`src/rtl/if_id_latch_pkg.sv`:
```
// Shared encodings and stage-register field widths for the pipeline latches.
// Reused by the if_id, id_ex and ex_mem stage registers.
package if_id_latch_pkg;

  localparam int INSTR_W = 16;
  localparam int PC_W    = 16;
  localparam int OPC_W   = 5;

  localparam logic [INSTR_W-1:0] DEF_NOP_INSTR = 16'h0800;
  localparam logic [OPC_W-1:0]   DEF_HALT_OPC  = 5'b00000;
  localparam int                 DEF_CNT_W     = 16;

  typedef enum logic {
    RUN  = 1'b0,
    DROP = 1'b1
  } fetch_state_e;

  typedef struct packed {
    logic [INSTR_W-1:0] instr;
    logic [PC_W-1:0]    pc;
    logic [PC_W-1:0]    pc2;
  } if_id_t;

  function automatic logic [OPC_W-1:0] opcode_of(input logic [INSTR_W-1:0] instr);
    return instr[INSTR_W-1 -: OPC_W];
  endfunction

endpackage

```
`src/rtl/if_id_latch_if.sv`:
```
// Fetch-to-decode bundle: fetch word and stage controls in, latched slot out.
// master = fetch/decode side driving controls, slave = the latch itself.
interface if_id_latch_if #(
  parameter int CNT_W = if_id_latch_pkg::DEF_CNT_W
);
  import if_id_latch_pkg::*;

  logic [INSTR_W-1:0] instr_in;
  logic [PC_W-1:0]    pc_in;
  logic [PC_W-1:0]    pc2_in;
  logic               err_in;
  logic               imem_stall;
  logic               hold;
  logic               flush;

  logic [INSTR_W-1:0] instr_out;
  logic [PC_W-1:0]    pc_out;
  logic [PC_W-1:0]    pc2_out;
  logic               valid_out;
  logic               err_out;
  logic               halted;
  logic               drop_pending;
  logic [CNT_W-1:0]   bubble_cnt;

  modport master (
    output instr_in, pc_in, pc2_in, err_in, imem_stall, hold, flush,
    input  instr_out, pc_out, pc2_out, valid_out, err_out, halted,
           drop_pending, bubble_cnt
  );

  modport slave (
    input  instr_in, pc_in, pc2_in, err_in, imem_stall, hold, flush,
    output instr_out, pc_out, pc2_out, valid_out, err_out, halted,
           drop_pending, bubble_cnt
  );

endinterface

```
`src/rtl/if_id_latch_sat_counter.sv`:
```
// Saturating up-counter: increments on en, sticks at all-ones.
// Latency: one cycle. Backpressure: none, en is sampled every cycle.
module sat_counter #(
  parameter int W = 16
) (
  input  logic         clk,
  input  logic         rst,
  input  logic         en,
  output logic [W-1:0] cnt
);

  always_ff @(posedge clk or posedge rst) begin
    if (rst)                    cnt <= '0;
    else if (en && cnt != '1)   cnt <= cnt + 1'b1;
  end

endmodule

```
`src/rtl/reg_16b.sv`:
```
// 16-bit register with write enable and async active-high reset to RST_VAL.
// Latency: one cycle. Backpressure: writeEn low holds the stored value.
module reg_16b #(
  parameter logic [15:0] RST_VAL = 16'h0000
) (
  input  logic        clk,
  input  logic        rst,
  input  logic        writeEn,
  input  logic [15:0] D,
  output logic [15:0] Q
);

  always_ff @(posedge clk or posedge rst) begin
    if (rst)          Q <= RST_VAL;
    else if (writeEn) Q <= D;
  end

endmodule

```
`src/rtl/if_id_latch.sv`:
```
// IF/ID stage register: fetch word, PC, PC+2 into decode, with bubble/flush/hold.
// Latency: one cycle. Backpressure: hold freezes the slot; imem_stall and flush insert NOPs.
module if_id_latch
  import if_id_latch_pkg::*;
#(
  parameter logic [INSTR_W-1:0] NOP_INSTR = DEF_NOP_INSTR,
  parameter logic [OPC_W-1:0]   HALT_OPC  = DEF_HALT_OPC,
  parameter int                 CNT_W     = DEF_CNT_W
) (
  input logic           clk,
  input logic           rst,
  if_id_latch_if.slave  bus
);

  fetch_state_e state_q, state_d;
  if_id_t       cur, nxt;
  logic         take;
  logic         write_en;
  logic         valid_q;
  logic         err_q;
  logic         halted_q;
  logic         cnt_en;

  always_ff @(posedge clk or posedge rst) begin
    if (rst) state_q <= RUN;
    else     state_q <= state_d;
  end

  // take = a real fetch word is accepted into the slot this cycle
  always_comb begin
    state_d = state_q;
    take    = 1'b0;
    if (bus.flush) begin
      state_d = bus.imem_stall ? DROP : RUN;
    end else if (bus.hold) begin
      if (state_q == DROP && !bus.imem_stall) state_d = RUN;
    end else if (!bus.imem_stall) begin
      if (state_q == DROP) state_d = RUN;
      else                 take    = !halted_q;
    end
  end

  assign write_en  = ~bus.hold | bus.flush;
  assign nxt.instr = take ? bus.instr_in : NOP_INSTR;
  assign nxt.pc    = take ? bus.pc_in    : cur.pc;
  assign nxt.pc2   = take ? bus.pc2_in   : cur.pc2;

  reg_16b #(.RST_VAL(NOP_INSTR)) u_instr (
    .clk(clk), .rst(rst), .writeEn(write_en), .D(nxt.instr), .Q(cur.instr)
  );
  reg_16b #(.RST_VAL(16'h0000)) u_pc (
    .clk(clk), .rst(rst), .writeEn(write_en), .D(nxt.pc), .Q(cur.pc)
  );
  reg_16b #(.RST_VAL(16'h0000)) u_pc2 (
    .clk(clk), .rst(rst), .writeEn(write_en), .D(nxt.pc2), .Q(cur.pc2)
  );

  always_ff @(posedge clk or posedge rst) begin
    if (rst) begin
      valid_q  <= 1'b0;
      err_q    <= 1'b0;
      halted_q <= 1'b0;
    end else begin
      if (write_en) valid_q <= take;
      if (take && bus.err_in) err_q <= 1'b1;
      if (take && opcode_of(bus.instr_in) == HALT_OPC) halted_q <= 1'b1;
    end
  end

  // Only fetch-side stalls count; flush and hold cycles are excluded.
  assign cnt_en = bus.imem_stall & ~bus.hold & ~bus.flush;

  sat_counter #(.W(CNT_W)) u_bubble_cnt (
    .clk(clk), .rst(rst), .en(cnt_en), .cnt(bus.bubble_cnt)
  );

  assign bus.instr_out    = cur.instr;
  assign bus.pc_out       = cur.pc;
  assign bus.pc2_out      = cur.pc2;
  assign bus.valid_out    = valid_q;
  assign bus.err_out      = err_q;
  assign bus.halted       = halted_q;
  assign bus.drop_pending = (state_q == DROP);

endmodule

```
`src/flat_wrapper.sv`:
```
// flat-port wrapper written by rule: the top's interface ports become plain ports
module if_id_latch_flat import if_id_latch_pkg::*;
#(
  parameter logic [INSTR_W-1:0] NOP_INSTR = DEF_NOP_INSTR,
  parameter logic [OPC_W-1:0]   HALT_OPC  = DEF_HALT_OPC,
  parameter int                 CNT_W     = DEF_CNT_W
)
  (clk, rst, bus_instr_in, bus_pc_in, bus_pc2_in, bus_err_in, bus_imem_stall, bus_hold, bus_flush, bus_instr_out, bus_pc_out, bus_pc2_out, bus_valid_out, bus_err_out, bus_halted, bus_drop_pending, bus_bubble_cnt);
  if_id_latch_if #(.CNT_W(CNT_W)) bus_i ();
  input logic clk;
  input logic rst;
  input wire logic [$bits(bus_i.instr_in)-1:0] bus_instr_in;
  input wire logic [$bits(bus_i.pc_in)-1:0] bus_pc_in;
  input wire logic [$bits(bus_i.pc2_in)-1:0] bus_pc2_in;
  input wire logic [$bits(bus_i.err_in)-1:0] bus_err_in;
  input wire logic [$bits(bus_i.imem_stall)-1:0] bus_imem_stall;
  input wire logic [$bits(bus_i.hold)-1:0] bus_hold;
  input wire logic [$bits(bus_i.flush)-1:0] bus_flush;
  output wire logic [$bits(bus_i.instr_out)-1:0] bus_instr_out;
  output wire logic [$bits(bus_i.pc_out)-1:0] bus_pc_out;
  output wire logic [$bits(bus_i.pc2_out)-1:0] bus_pc2_out;
  output wire logic [$bits(bus_i.valid_out)-1:0] bus_valid_out;
  output wire logic [$bits(bus_i.err_out)-1:0] bus_err_out;
  output wire logic [$bits(bus_i.halted)-1:0] bus_halted;
  output wire logic [$bits(bus_i.drop_pending)-1:0] bus_drop_pending;
  output wire logic [$bits(bus_i.bubble_cnt)-1:0] bus_bubble_cnt;
  assign bus_i.instr_in = bus_instr_in;
  assign bus_i.pc_in = bus_pc_in;
  assign bus_i.pc2_in = bus_pc2_in;
  assign bus_i.err_in = bus_err_in;
  assign bus_i.imem_stall = bus_imem_stall;
  assign bus_i.hold = bus_hold;
  assign bus_i.flush = bus_flush;
  assign bus_instr_out = bus_i.instr_out;
  assign bus_pc_out = bus_i.pc_out;
  assign bus_pc2_out = bus_i.pc2_out;
  assign bus_valid_out = bus_i.valid_out;
  assign bus_err_out = bus_i.err_out;
  assign bus_halted = bus_i.halted;
  assign bus_drop_pending = bus_i.drop_pending;
  assign bus_bubble_cnt = bus_i.bubble_cnt;
  if_id_latch #(.NOP_INSTR(NOP_INSTR), .HALT_OPC(HALT_OPC), .CNT_W(CNT_W)) u_core (.clk(clk), .rst(rst), .bus(bus_i));
endmodule
```
`config.mk`:
```
export PLATFORM = sky130hd
export DESIGN_NAME = if_id_latch_flat
export DESIGN_NICKNAME = d
export VERILOG_FILES = /design/src/rtl/if_id_latch_pkg.sv /design/src/rtl/if_id_latch_if.sv /design/src/rtl/if_id_latch_sat_counter.sv /design/src/rtl/reg_16b.sv /design/src/rtl/if_id_latch.sv /design/src/flat_wrapper.sv
export SDC_FILE = /design/constraint.sdc
export NUM_CORES = 1
export LEC_CHECK = 0
export BUFFER_PORTS_ARGS = -buffer_cell sky130_fd_sc_hd__buf_2
export CORE_ASPECT_RATIO = 0.8
export CORE_MARGIN = 2
export CORE_UTILIZATION = 54
export DETAILED_ROUTE_END_ITERATION = 10
export GPL_ROUTABILITY_DRIVEN = 1
export PLACE_DENSITY = 0.87
export SETUP_SLACK_MARGIN = 0.3
export SLEW_MARGIN = 10
export SYNTH_ARGS = -nofsm -noshare
export SYNTH_HDL_FRONTEND = slang
export SYNTH_HIERARCHICAL = 1
export SYNTH_SLANG_ARGS = --single-unit
```
`constraint.sdc`:
```
create_clock -name clk -period 5.4 [get_ports clk]
set_clock_uncertainty 0.05 [all_clocks]
set_input_delay 0.81 -clock clk [delete_from_list [all_inputs] [get_ports clk]]
set_output_delay 0.81 -clock clk [all_outputs]
set_load 0.1 [all_outputs]
```
==> summary.md <==
| Metric | Value |
|---|---|
| Total wire length after detailed routing | `7050 um` |
| Critical path peak fanout | `48` |
| Via Count | `around 2400` |
| Final nets | `421` |
| Global-route wire length before repair | `10800 um` |
| Crit path time final | `2.96 ns` |
| Worst-Margin Slew | `1.23 ns` |
| DRT iter0 DRCs | `86` |
| CTS H-tree lvls | `3` |
| Half-perimeter wire length after placement | `5060 um` |
| Number of placement rows | `26` |
| Kind of cell with the highest combined delay on the critical path | `simple AND/OR/NAND/NOR gates` |
| # diodes | `0` |
| Required time reported for the critical path endpoint | `5.57 ns` |
| Residual antenna-violating net count after detailed routing | `0` |
| Initial antenna violation count | `0` |
| Crit Reg-Reg Startpoint | `u_core/bus.drop_pending$_DFFE_PP0P_` |
| Delay of the slowest cell on the worst path | `between 0.9 and 1 ns` |
| Share of Yosys cell area claimed by the top area cell type | `0.483` |
| Fill cell count | `slightly below 500` |
| Clk root buf | `clkbuf_8` |
| Starting Density | `0.550` |
| # hold bufs at CTS | `0` |
| Unrepaired setup endpoints after global routing | `false` |
| Worst setup path category | `in2reg` |
| Startpoint type of the worst setup path | `input port` |
| Seq/Total Area, Yosys | `0.491` |
| Synthesized netlist cell count | `244` |
| Max Freq | `about 0.34 GHz` |
| Clk sinks | `68` |
| Cell types occupying the most area after synthesis | `dfrtp_1 48%, mux2_2 16%, mux2_4 15%` |
| Yosys warnings | `6` |
| Distinct cell type count of the synthesized netlist | `37` |
| Depth of the worst register-to-register path | `4` |
| Inserted Clock Buffers | `9` |
| Final Max Tran Viols | `0` |
| Reg2Reg Setup Slack | `2.61 ns` |
| Post-Syn Area | `3470 um2` |
| Net count of the mapped netlist | `about 300` |
| Rel. slew slack | `0.175` |
| Overall fraction of global-route tracks in use | `0.201` |
| I/O pins | `122` |
| CTS tree | `yes` |
| Die width | `93.6 um` |
| #FFs+latches synth | `just under 70` |
| Library cell occupying the most area in the post-synthesis netlist | `dfrtp_1` |
| Slowest library cell on the worst path | `nor2_4` |
| Reg-to-Reg End | `u_core/u_pc2/Q[15]$_DFFE_PP0P_` |
| CP most frequent cell | `mux2_2` |
| Average vias per placed instance | `~5.2` |
| Area growth, synth to finish | `22.3%` |
| Final weighted congestion of routability-driven global placement | `0.799` |
| First-pass iteration count of the detailed router | `4` |
| Wirelength per Cell | `15.5 um` |
| Final TNS setup | `0 ns` |
| Endpoints failing setup | `0` |
| Worst path buffer plus inverter count | `1` |
| Number of buffer cells added on primary ports | `between 100 and 150` |
| Maximum number of pins on one net before global-route repair | `49` |
| Hold violation total from the final report | `0` |
| Clock insertion delay at the later pin of the skew report | `about 0.34 ns` |
| Number of global-route vias before repair | `roughly 2300` |
| Run status | `finished clean` |
| Remaining global-route overflow | `0` |
| Deepest clock path buffer count | `2` |
| Reg area | `1700 um2` |
| Post-route fraction of the period consumed by the critical path | `0.548` |
| Buffers inserted by post-CTS timing repair | `0` |
| Clock transition time at the flip-flop clock pins of the worst setup and hold paths | `~0.07 ns` |
| Ordered cell list for the critical path | `buf_2, or4_4, nor2_4, mux2_2, mux2_2` |
| Max-capacitance violation count | `0` |
| Critical Path Sink Type | `flip-flop` |
| Average size of a mapped cell | `14.2 um2` |
| Area of the die | `7080 um2` |
| Share of cells above drive strength 1 | `0.617` |
| Area of the placeable core | `roughly 6300 um2` |
| DRC violation count after routing | `0` |
| Multi-input combinational cell area | `1610 um2` |
| Post-CTS resize count | `0` |
| Arr. time, crit path | `3.13 ns` |
| Type of the worst min-delay path | `in2async` |
| Overall die height | `between 70 and 80 um` |
layout by cell type (no fill, tap or decap), types with 2 or more instances in the layout:
cell type,netlist,routed
nand2_1,6,6
o21a_1,2,2
nor2_1,3,3
mux2_2,48,48
xnor2_1,11,11
and3_1,4,4
and2_1,16,16
inv_1,6,6
dfrtp_1,67,67
mux2_4,34,34
buf_2,0,121
and4_1,3,3
a21oi_1,2,2
nand3_1,7,7
clkinvlp_4,0,4
clkbuf_8,0,9
nand4_1,5,5
state kept, by name (all words and copies together), names as in the netlist:
register and flops:
u_core/bus.drop_pending 1, u_core/bus.valid_out 1, u_core/u_pc2/Q 16, u_core/u_bubble_cnt/cnt 16, u_core/bus.err_out 1, u_core/u_pc/Q 16, u_core/u_instr/Q 16, u_core/bus.halted 1
worst max path at each step:
| stage | start | end | slack [ns] | cells after the start |
|---|---|---|---|---|
| 2_1_floorplan | u_core/bus.drop_pending$_DFFE_PP0P_ | u_core/u_pc2/Q[10]$_DFFE_PP0P_ | 2.87 | 6 |
| 3_3_place_gp | bus_flush | u_core/u_pc/Q[12]$_DFFE_PP0P_ | 2.15 | 5 |
| 3_5_place_dp | bus_flush | u_core/u_pc2/Q[15]$_DFFE_PP0P_ | 2.09 | 5 |
| 4_1_cts | bus_flush | u_core/u_pc2/Q[15]$_DFFE_PP0P_ | 2.44 | 5 |
| 5_1_grt | bus_flush | u_core/u_pc2/Q[15]$_DFFE_PP0P_ | 2.35 | 5 |
| 6_report | bus_flush | u_core/u_pc2/Q[15]$_DFFE_PP0P_ | 2.44 | 5 |
stage by stage:
| stage | utilization | setup slack, ns | hold slack (ns) | area, um2 | instances |
|---|---|---|---|---|---|
| 2_1_floorplan | - | 2.87 | 0.526 | 3470 | 244 |
| 3_3_place_gp | 0.642 | 2.15 | 0.405 | 4050 | 439 |
| 3_5_place_dp | 0.642 | 2.09 | 0.445 | 4050 | 439 |
| 4_1_cts | 0.672 | 2.44 | 0.329 | 4240 | 455 |
| 5_1_grt | 0.672 | 2.35 | 0.341 | 4240 | 455 |
| 6_report | 0.672 | 2.44 | 0.335 | 4240 | 455 |
cell type report:
| cell class | instances | area share |
|---|---|---|
| sequential | 68 | 0.401 |
| multi-input combinational | 159 | 0.378 |
| timing repair buffer | 122 | 0.145 |
| clock buffer | 10 | 0.0301 |
| tap | 84 | 0.0248 |
| clock inverter | 6 | 0.0153 |
| inverter | 6 | 0.00531 |
routing by layer:
layer	track usage	part of all wire	vias up
li1	-	-	1113
met1	0.248	0.43	1151
met2	0.343	0.49	79
met3	0.0692	0.068	8
met4	0.0564	0.010	0
met5	0	0	-
cell usage after synthesis:
library cell / n
nand4_4: 1
mux2i_1: 1
o21a_1: 2
buf_12: 3
nand2b_1: 2
inv_1: 6
buf_8: 1
nand2_2: 1
o22ai_1: 1
nand3_1: 7
dfrtp_1: 67
buf_6: 4
nand4_2: 1
o21bai_1: 1
nor2_1: 3
nand4_1: 5
nand2_1: 6
dfstp_2: 1
or3_1: 1
mux2_4: 34
a21o_1: 1
or4_1: 1
and2_1: 16
clkbuf_2: 1
mux2_2: 48
and4_1: 3
nor3b_1: 1
a21oi_1: 2
xnor2_1: 11
or4_4: 1
nor4_4: 1
and4_2: 1
buf_4: 2
ha_1: 1
and3_2: 1
and3_1: 4
nor2_4: 1
logic make-up (layout without fill, tap and decap cells):
kind of cell / Yosys count / count (layout) / share of synthesized area
AO/OA/AOI/OAI: 7 / 7 / 0.0133
flip-flops: 68 / 68 / 0.491
XOR/XNOR: 11 / 11 / 0.0278
AND/OR/NAND/NOR: 57 / 57 / 0.111
multiplexers: 83 / 83 / 0.306
buffers and inverters: 17 / 144 / 0.0469
adder cells (fa/ha/maj): 1 / 1 / 0.00361
Power is not shown: default switching activity piles up to over one toggle a cycle in this logic, so the estimate is an artifact.
